===== config.mk =====
export PLATFORM = sky130hd
export DESIGN_NAME = lagarto_dcache_req_arbiter
export DESIGN_NICKNAME = d
export VERILOG_FILES = /design/src/rtl/lagarto_dcache_req_arbiter.sv
export SDC_FILE = /design/constraint.sdc
export NUM_CORES = 1
export LEC_CHECK = 0
export CAP_MARGIN = 20
export CORE_AREA = 2 2 204 206
export DETAILED_ROUTE_END_ITERATION = 8
export DIE_AREA = 0 0 206 208
export DONT_BUFFER_PORTS = 1
export MAX_ROUTING_LAYER = met4
export PLACE_DENSITY = 0.31
export SYNTH_ARGS = -nofsm -noshare
export SYNTH_HDL_FRONTEND = slang
export SYNTH_SLANG_ARGS = --single-unit

===== constraint.sdc =====
create_clock -name clk_i -period 3.1 [get_ports clk_i]
set_input_delay 0.31 -clock clk_i [delete_from_list [all_inputs] [get_ports clk_i]]
set_output_delay 0.31 -clock clk_i [all_outputs]
set_load 0.02 [all_outputs]

===== src/rtl/lagarto_dcache_req_arbiter.sv =====
// Arbiter that lets the load, store and AMO requesters of the Lagarto memory
// stage share one L1 data-cache request channel, with one operation in flight.
// Responses go back to whichever requester owns the operation. Responses that
// belong to a killed load/AMO are discarded.

module lagarto_dcache_req_arbiter #(
    parameter int PADDR_W    = 40,
    parameter int STARVE_MAX = 8
) (
    input  logic               clk_i,
    input  logic               rstn_i,
    input  logic               kill_i,

    input  logic               ld_req_valid_i,
    output logic               ld_req_ready_o,
    input  logic [PADDR_W-1:0] ld_req_addr_i,
    input  logic [1:0]         ld_req_size_i,

    input  logic               st_req_valid_i,
    output logic               st_req_ready_o,
    input  logic [PADDR_W-1:0] st_req_addr_i,
    input  logic [63:0]        st_req_wdata_i,
    input  logic [7:0]         st_req_be_i,
    input  logic [1:0]         st_req_size_i,

    input  logic               amo_req_valid_i,
    output logic               amo_req_ready_o,
    input  logic [3:0]         amo_req_op_i,
    input  logic [PADDR_W-1:0] amo_req_addr_i,
    input  logic [63:0]        amo_req_operand_i,
    input  logic [1:0]         amo_req_size_i,

    output logic               mem_req_valid_o,
    input  logic               mem_req_gnt_i,
    output logic [1:0]         mem_req_type_o,
    output logic [PADDR_W-1:0] mem_req_addr_o,
    output logic [63:0]        mem_req_wdata_o,
    output logic [7:0]         mem_req_be_o,
    output logic [1:0]         mem_req_size_o,
    output logic [3:0]         mem_req_amo_op_o,

    input  logic               mem_resp_valid_i,
    input  logic [63:0]        mem_resp_data_i,

    output logic               ld_resp_valid_o,
    output logic               amo_resp_valid_o,
    output logic [63:0]        resp_data_o,
    output logic               st_done_o,
    output logic               busy_o
);

    typedef enum logic [1:0] {
        IDLE    = 2'd0,
        REQ     = 2'd1,
        WAIT    = 2'd2,
        DISCARD = 2'd3
    } state_t;

    localparam logic [1:0] TYPE_LD  = 2'd0;
    localparam logic [1:0] TYPE_ST  = 2'd1;
    localparam logic [1:0] TYPE_AMO = 2'd2;

    localparam logic [7:0] STARVE_LIM = 8'(STARVE_MAX);

    state_t             state_q, state_d;
    logic [1:0]         type_q, type_d;
    logic [PADDR_W-1:0] addr_q, addr_d;
    logic [63:0]        wdata_q, wdata_d;
    logic [7:0]         be_q, be_d;
    logic [1:0]         size_q, size_d;
    logic [3:0]         amo_op_q, amo_op_d;
    logic [7:0]         starve_q, starve_d;
    logic               st_done_q, st_done_d;

    logic sel_ld, sel_st, sel_amo;
    logic resp_ld, resp_amo;

    // Fixed-priority pick of one winner while idle: AMO, starved store, load, store.
    always_comb begin
        sel_ld  = 1'b0;
        sel_st  = 1'b0;
        sel_amo = 1'b0;
        if (state_q == IDLE) begin
            if (amo_req_valid_i && !kill_i) begin
                sel_amo = 1'b1;
            end else if (st_req_valid_i && (starve_q >= STARVE_LIM)) begin
                sel_st = 1'b1;
            end else if (ld_req_valid_i && !kill_i) begin
                sel_ld = 1'b1;
            end else if (st_req_valid_i) begin
                sel_st = 1'b1;
            end
        end
    end

    assign ld_req_ready_o  = sel_ld;
    assign st_req_ready_o  = sel_st;
    assign amo_req_ready_o = sel_amo;

    // Next-state logic: payload capture, handshake with the cache, kill handling.
    always_comb begin
        state_d   = state_q;
        type_d    = type_q;
        addr_d    = addr_q;
        wdata_d   = wdata_q;
        be_d      = be_q;
        size_d    = size_q;
        amo_op_d  = amo_op_q;
        starve_d  = starve_q;
        st_done_d = 1'b0;

        case (state_q)
            IDLE: begin
                if (sel_amo) begin
                    type_d   = TYPE_AMO;
                    addr_d   = amo_req_addr_i;
                    wdata_d  = amo_req_operand_i;
                    be_d     = 8'h00;
                    size_d   = amo_req_size_i;
                    amo_op_d = amo_req_op_i;
                    state_d  = REQ;
                end else if (sel_st) begin
                    type_d   = TYPE_ST;
                    addr_d   = st_req_addr_i;
                    wdata_d  = st_req_wdata_i;
                    be_d     = st_req_be_i;
                    size_d   = st_req_size_i;
                    amo_op_d = 4'h0;
                    state_d  = REQ;
                end else if (sel_ld) begin
                    type_d   = TYPE_LD;
                    addr_d   = ld_req_addr_i;
                    wdata_d  = 64'h0;
                    be_d     = 8'h00;
                    size_d   = ld_req_size_i;
                    amo_op_d = 4'h0;
                    state_d  = REQ;
                end

                if (sel_st) begin
                    starve_d = 8'h00;
                end else if (st_req_valid_i && (starve_q != 8'hFF)) begin
                    starve_d = starve_q + 8'h01;
                end
            end

            REQ: begin
                if (type_q == TYPE_ST) begin
                    if (mem_req_gnt_i) begin
                        st_done_d = 1'b1;
                        state_d   = IDLE;
                    end
                end else begin
                    if (mem_req_gnt_i && kill_i) begin
                        state_d = DISCARD;
                    end else if (mem_req_gnt_i) begin
                        state_d = WAIT;
                    end else if (kill_i) begin
                        state_d = IDLE;
                    end
                end
            end

            WAIT: begin
                if (mem_resp_valid_i) begin
                    state_d = IDLE;
                end else if (kill_i) begin
                    state_d = DISCARD;
                end
            end

            DISCARD: begin
                if (mem_resp_valid_i) begin
                    state_d = IDLE;
                end
            end

            default: begin
                state_d = IDLE;
            end
        endcase
    end

    // State, latched payload and starvation counter; reset abandons any operation.
    always_ff @(posedge clk_i or negedge rstn_i) begin
        if (!rstn_i) begin
            state_q   <= IDLE;
            type_q    <= 2'd0;
            addr_q    <= '0;
            wdata_q   <= 64'h0;
            be_q      <= 8'h00;
            size_q    <= 2'd0;
            amo_op_q  <= 4'h0;
            starve_q  <= 8'h00;
            st_done_q <= 1'b0;
        end else begin
            state_q   <= state_d;
            type_q    <= type_d;
            addr_q    <= addr_d;
            wdata_q   <= wdata_d;
            be_q      <= be_d;
            size_q    <= size_d;
            amo_op_q  <= amo_op_d;
            starve_q  <= starve_d;
            st_done_q <= st_done_d;
        end
    end

    assign mem_req_valid_o  = (state_q == REQ);
    assign mem_req_type_o   = type_q;
    assign mem_req_addr_o   = addr_q;
    assign mem_req_wdata_o  = wdata_q;
    assign mem_req_be_o     = be_q;
    assign mem_req_size_o   = size_q;
    assign mem_req_amo_op_o = amo_op_q;

    // Responses are forwarded in the same cycle, only while waiting on a live operation.
    always_comb begin
        resp_ld  = 1'b0;
        resp_amo = 1'b0;
        if ((state_q == WAIT) && mem_resp_valid_i) begin
            resp_ld  = (type_q == TYPE_LD);
            resp_amo = (type_q == TYPE_AMO);
        end
    end

    assign ld_resp_valid_o  = resp_ld;
    assign amo_resp_valid_o = resp_amo;
    assign resp_data_o      = (resp_ld || resp_amo) ? mem_resp_data_i : 64'h0;
    assign st_done_o        = st_done_q;
    assign busy_o           = (state_q != IDLE);

endmodule


# Word-level counts from Yosys, hierarchy flattened

Cells that the tools add are included.
W data, S select, Z words.

Flip-flop bits (word level): 131
Word-level logic and storage cells: 87

$add $sub $neg: 1
Order comparisons: 1
Equality and inequality tests: 11
Muxes and demuxes: 49
Reduce and logical (&&, ||, !) cells: 16

Operators by type and width:

| cell                  | count |
|---|---|
| $mux W64              | 4 |
| $mux W40              | 3 |
| $mux W8               | 5 |
| $mux W2               | 17 |
| $mux W1               | 16 |
| $mux W4               | 3 |
| $add A8 B1 Y8 const B | 1 |
| $ge A8 B4 Y1 const B  | 1 |
| $ne A8 B8 Y1 const B  | 1 |
| $pmux W2 S4           | 1 |
| $eq A2 B2 Y1 const B  | 3 |
| $logic_and A1 B1 Y1   | 6 |
| $ne A3 B3 Y1 const B  | 2 |
| $reduce_and A5 Y1     | 1 |
| $eq A2 B1 Y1 const B  | 2 |
| $logic_not A2 Y1      | 2 |
| $ne A4 B2 Y1 const B  | 1 |
| $ne A4 B4 Y1 const B  | 1 |
| $reduce_and A2 Y1     | 2 |
| $reduce_bool A2 Y1    | 2 |
| $reduce_bool A3 Y1    | 1 |
| $ne A2 B2 Y1 const B  | 1 |
| $logic_not A1 Y1      | 1 |
| $logic_or A1 B1 Y1    | 1 |

# Logic depth before layout (Yosys ltp)

Word-level depth: 10
Mapped depth: 9
Depth with buffers taken out: 6

# Worst setup path before layout

No wires, ideal clock.

Kind: register -> output
From: register starve_q[6]
To: output ld_req_ready_o
Data arrival time: 1797 ps
Required time: 2790 ps
Path slack: 993 ps
Stages on the path, launching flop included: 4
Buffers on the path: 0
Cell sequence: dfrtp_1 or3_1 o31a_1 nor4b_1

Cells in the longest elaborated chain, start to end: 5

Ends and longest elaborated chain:

| element                | line | source |
|---|---|---|
| start, declared        | 72   | `logic [7:0] starve_q, starve_d;` |
| start signal, assigned | 204  | `starve_q <= starve_d;` |
| $ge A8 B4 Y1           | 86   | `end else if (st_req_valid_i && (starve_q >= STARVE_LIM)) begin` |
| $logic_and A1 B1 Y1    | 86   |  |
| $mux W1                | 86   |  |
| $mux W1                | 84   | `if (amo_req_valid_i && !kill_i) begin` |
| $mux W1                | 83   | `if (state_q == IDLE) begin` |
| end, declared          | 15   | `output logic ld_req_ready_o,` |

Every way passes these cells.

# Worst setup path in the final report

From: register state_q[0]
To: register addr_q[7] (netlist: mem_req_addr_o[7])

Cells in the longest elaborated chain, start to end: 4

Ends and longest elaborated chain:

| element                                                  | line    | source |
|---|---|---|
| start, declared                                          | 65      | `state_t state_q, state_d;` |
| start signal, assigned                                   | 197     | `state_q <= state_d;` |
| $logic_not A2 Y1 (*)                                     | 83, 112 |  |
| $mux W1                                                  | 83      |  |
| $reduce_bool A3 Y1 (no line) or $mux W40 (tied branches) | n/a     |  |
| $reduce_and A2 Y1 (no line) or $mux W40 (tied branches)  | n/a     |  |
| end signal, assigned                                     | 199     | `addr_q <= addr_d;` |
| end, declared                                            | 67      | `logic [PADDR_W-1:0] addr_q, addr_d;` |

Every way passes the cells marked *; elsewhere a longest branch is shown, timed or not.
A chain may end at the register's enable or synchronous reset.

==> flow_summary.yaml <==
outcome:
  status: "finished, violations left"
  violations: "DRC, hold timing"
clocking:
  cts_root_buffer: "clkbuf_16"
  clk_latency_ns: 0.43
  clock-sinks: 131
  cts_inserted_buffers: 17
  htreeDepth: 4
  cts_setup_buffers: 0
  hold_buffers: 178
  clk_pin_slew_ns: 0.07
  clock_path_buffers: 2
  cts_tree: "yes"
  post_cts_resized: 0
worst_setup_path:
  critPathMaxFanout: 42
  critPathMaxStageDelay_ns: 0.82
  cp.required_ns: 3.42
  r2r_cells: 7
  rrSetupSlack_ns: 0.24
  cp-end-kind: "register"
  crit_arrival_ns: 3.18
  crit_path_top_delay_cell: "nor2_4"
  crit_family: "simple AND/OR/NAND/NOR gates"
  crit_type: "register to register"
  start_kind: "register"
  crit_buf_inv: 3
  r2r-start: "state_q[0]"
  cp.depth: 7
  path_cells: "nor2_1 > inv_1 > or2_2 > inv_2 > nor2_4 > a31oi_1 > dlygate4sd3_1"
  rr_endpoint: "mem_req_addr_o[7]"
synth:
  syn_nets: 965
  syn_area_um2: 6220
  ys.flop_type: "dfrtp_1"
  synth-adder-area-share_pct: 0.402
  synth_edf_count: 0
  synth_compound_area_share_pct: 22.8
  avgSynthCellArea_um2: 9.95
  synthMuxAreaShare_pct: 0.161
  synth_seq_cells: 131
  ys_seq_area_share_pct: 52.7
  synth-xor-area-share_pct: 0.423
  ys_types: 44
  async_reset_ff_share_pct: 100
  synth_simple_gate_area_share_pct: 15.0
  syn_inst: 625
  synth_top_family_by_area: "compound AO/OA/AOI/OAI gates"
  ys_warn_count: 0
sta:
  whs_ns: -0.428
  fin_crit_ns: 2.86
  min_period_over_period_pct: 92.4
  relSlewSlack_pct: 27.9
  skew_ns: 0.00925
  clock.fmax_mhz: 349
  worst_slew_pin_slew_ns: 1.08
  hold_violations: 131
  fin_setup_tns_ns: 0
  setup_viol: 0
  slew_viol_final: 0
  rsz0062_at_grt: "no"
pwr:
  power.total_mw: 9.39
  power.density_nw_per_um2: 1020
  comb_power_share_pct: 34.1
  power.leakage_nw: 3.98
  ir_drop_mv: 0.340
  p_clk_share_pct: 22.9
  netSwitchingFraction_pct: 42.7
  switching_power_mw: 4.01
  p_int_mw: 5.38
  pwr-share-seq_pct: 43.1
layout:
  multi_input_area_um2: 2440
  final_cell_mix: "dlygate4sd3_1 (178), dfrtp_1 (131), nand2_1 (91), inv_1 (68), and2_1 (65)"
  seqCellArea_um2: 3280
  final_common_cell: "dlygate4sd3_1"
  fin_cells: 1337
  drive_above_1_share_pct: 7.15
  area_delta_synth_final_pct: 47.9
  fin_nets: 1124
  fillers: 4399
route:
  drcViolationCount: 5
  drt_iter0_drc: 495
  viasPerCell: 4.45
  vias: 5948
  ant_nets: 0
  drt_wl_total_um: 27300
  wl_per_cell_um: 20.4
  firstDrtPassIters: 9
floorplanning:
  die_width_um: 206
  coreArea_um2: 40600
  ioPinCount: 530
  rows: 74
  die_h_um: 208
  die_area_um2: 42800
  start_util_pct: 15.3
job:
  cap_violations: 0
global_routing:
  grt_max_degree: 132
  grt_antenna_before_repair: 8
  globalRouteOverflowTotal: 0
  grt_pass1_wl_um: 38700
  grt_pass1_vias: 6174
  grt_util_all_layers_pct: 12.5
place:
  placed_cells: 1119
  port_buffers: 0
  place_hpwl_um: 18300
  gp_congestion: 0.878
hold_path:
  hold_class: "input port to async pin"
==> cell families (layout without fill, tap and decap cells) <==
family,count (synthesis),in the layout
other,0,8
adder cells (fa/ha/maj),2,2
AND/OR/NAND/NOR,185,185
XOR/XNOR,3,3
multiplexers,1,1
AO/OA/AOI/OAI,180,180
flip-flops,131,131
buffers and inverters,123,295
==> state kept, by name (all words and copies together), names as in the netlist <==
signal	cells
mem_req_size_o	2
mem_req_amo_op_o	4
mem_req_addr_o	40
mem_req_be_o	8
mem_req_type_o	2
mem_req_wdata_o	64
starve_q	8
st_done_o	1
state_q	2
==> cell usage after synthesis (all sizes together), types with 6 or more instances <==
cell | instances | share of area, %
a222oi | 64 | 10
dfrtp | 131 | 53
a31oi | 42 | 4.2
clkbuf | 39 | 2.4
nor2 | 7 | 0.42
a22o | 12 | 1.7
o22ai | 42 | 4.2
and2 | 65 | 6.5
buf | 14 | 1.9
o21ai | 6 | 0.48
inv | 70 | 4.2
nand2 | 91 | 5.5
==> cell type report <==
type / instances / area share [%]
Sequential cell: 131 / 35.6
Multi-Input combinational cell: 371 / 26.6
Timing Repair Buffer: 193 / 20.9
Tap cell: 532 / 7.24
Clock buffer: 21 / 5.22
Inverter: 70 / 2.88
Clock inverter: 11 / 1.36
Antenna cell: 8 / 0.218
==> power groups by stage <==
stage          clock network (mW)  logic, mW  registers [mW]
2_1_floorplan                   0       1.83            3.77
3_3_place_gp                    0       2.32            4.11
3_5_place_dp                    0       2.36            4.06
4_1_cts                      2.25       3.19            4.05
5_1_grt                      2.32       3.55            4.15
6_report                     2.15       3.20            4.05
==> how the worst max path moves through the flow <==
stage                startpoint            endpoint  slack, ns
global route         state_q[0]  mem_req_addr_o[14]       0.04
floorplan           starve_q[6]      ld_req_ready_o       0.99
CTS                  state_q[0]   mem_req_addr_o[3]       0.21
finish               state_q[0]   mem_req_addr_o[7]       0.24
global placement     state_q[0]   mem_req_addr_o[5]       0.77
detailed placement   state_q[0]  mem_req_addr_o[16]       0.74
==> through the flow <==
step,worst slack [ns],hold WS [ns],util [%],instance area (um^2)
2_1_floorplan,0.993,0.0144,-,6220
3_3_place_gp,0.768,0.0173,16.7,6790
3_5_place_dp,0.738,0.0175,16.7,6790
4_1_cts,0.212,-0.475,22.6,9180
5_1_grt,0.0429,-0.475,22.7,9200
6_report,0.236,-0.428,22.7,9200
==> routing by layer <==
| metal | global-route usage [%] | up-vias | share of wire [%] | wire length, um |
|---|---|---|---|---|
| li1 | - | 2611 | - | - |
| met1 | 13.6 | 2914 | 38 | 10400 |
| met2 | 21.1 | 397 | 50 | 13600 |
| met3 | 4.79 | 26 | 10 | 2750 |
| met4 | 3.74 | 0 | 1.6 | 438 |
| met5 | - | - | 0 | 0 |
No activity file was read; power rests on OpenSTA's default activity.
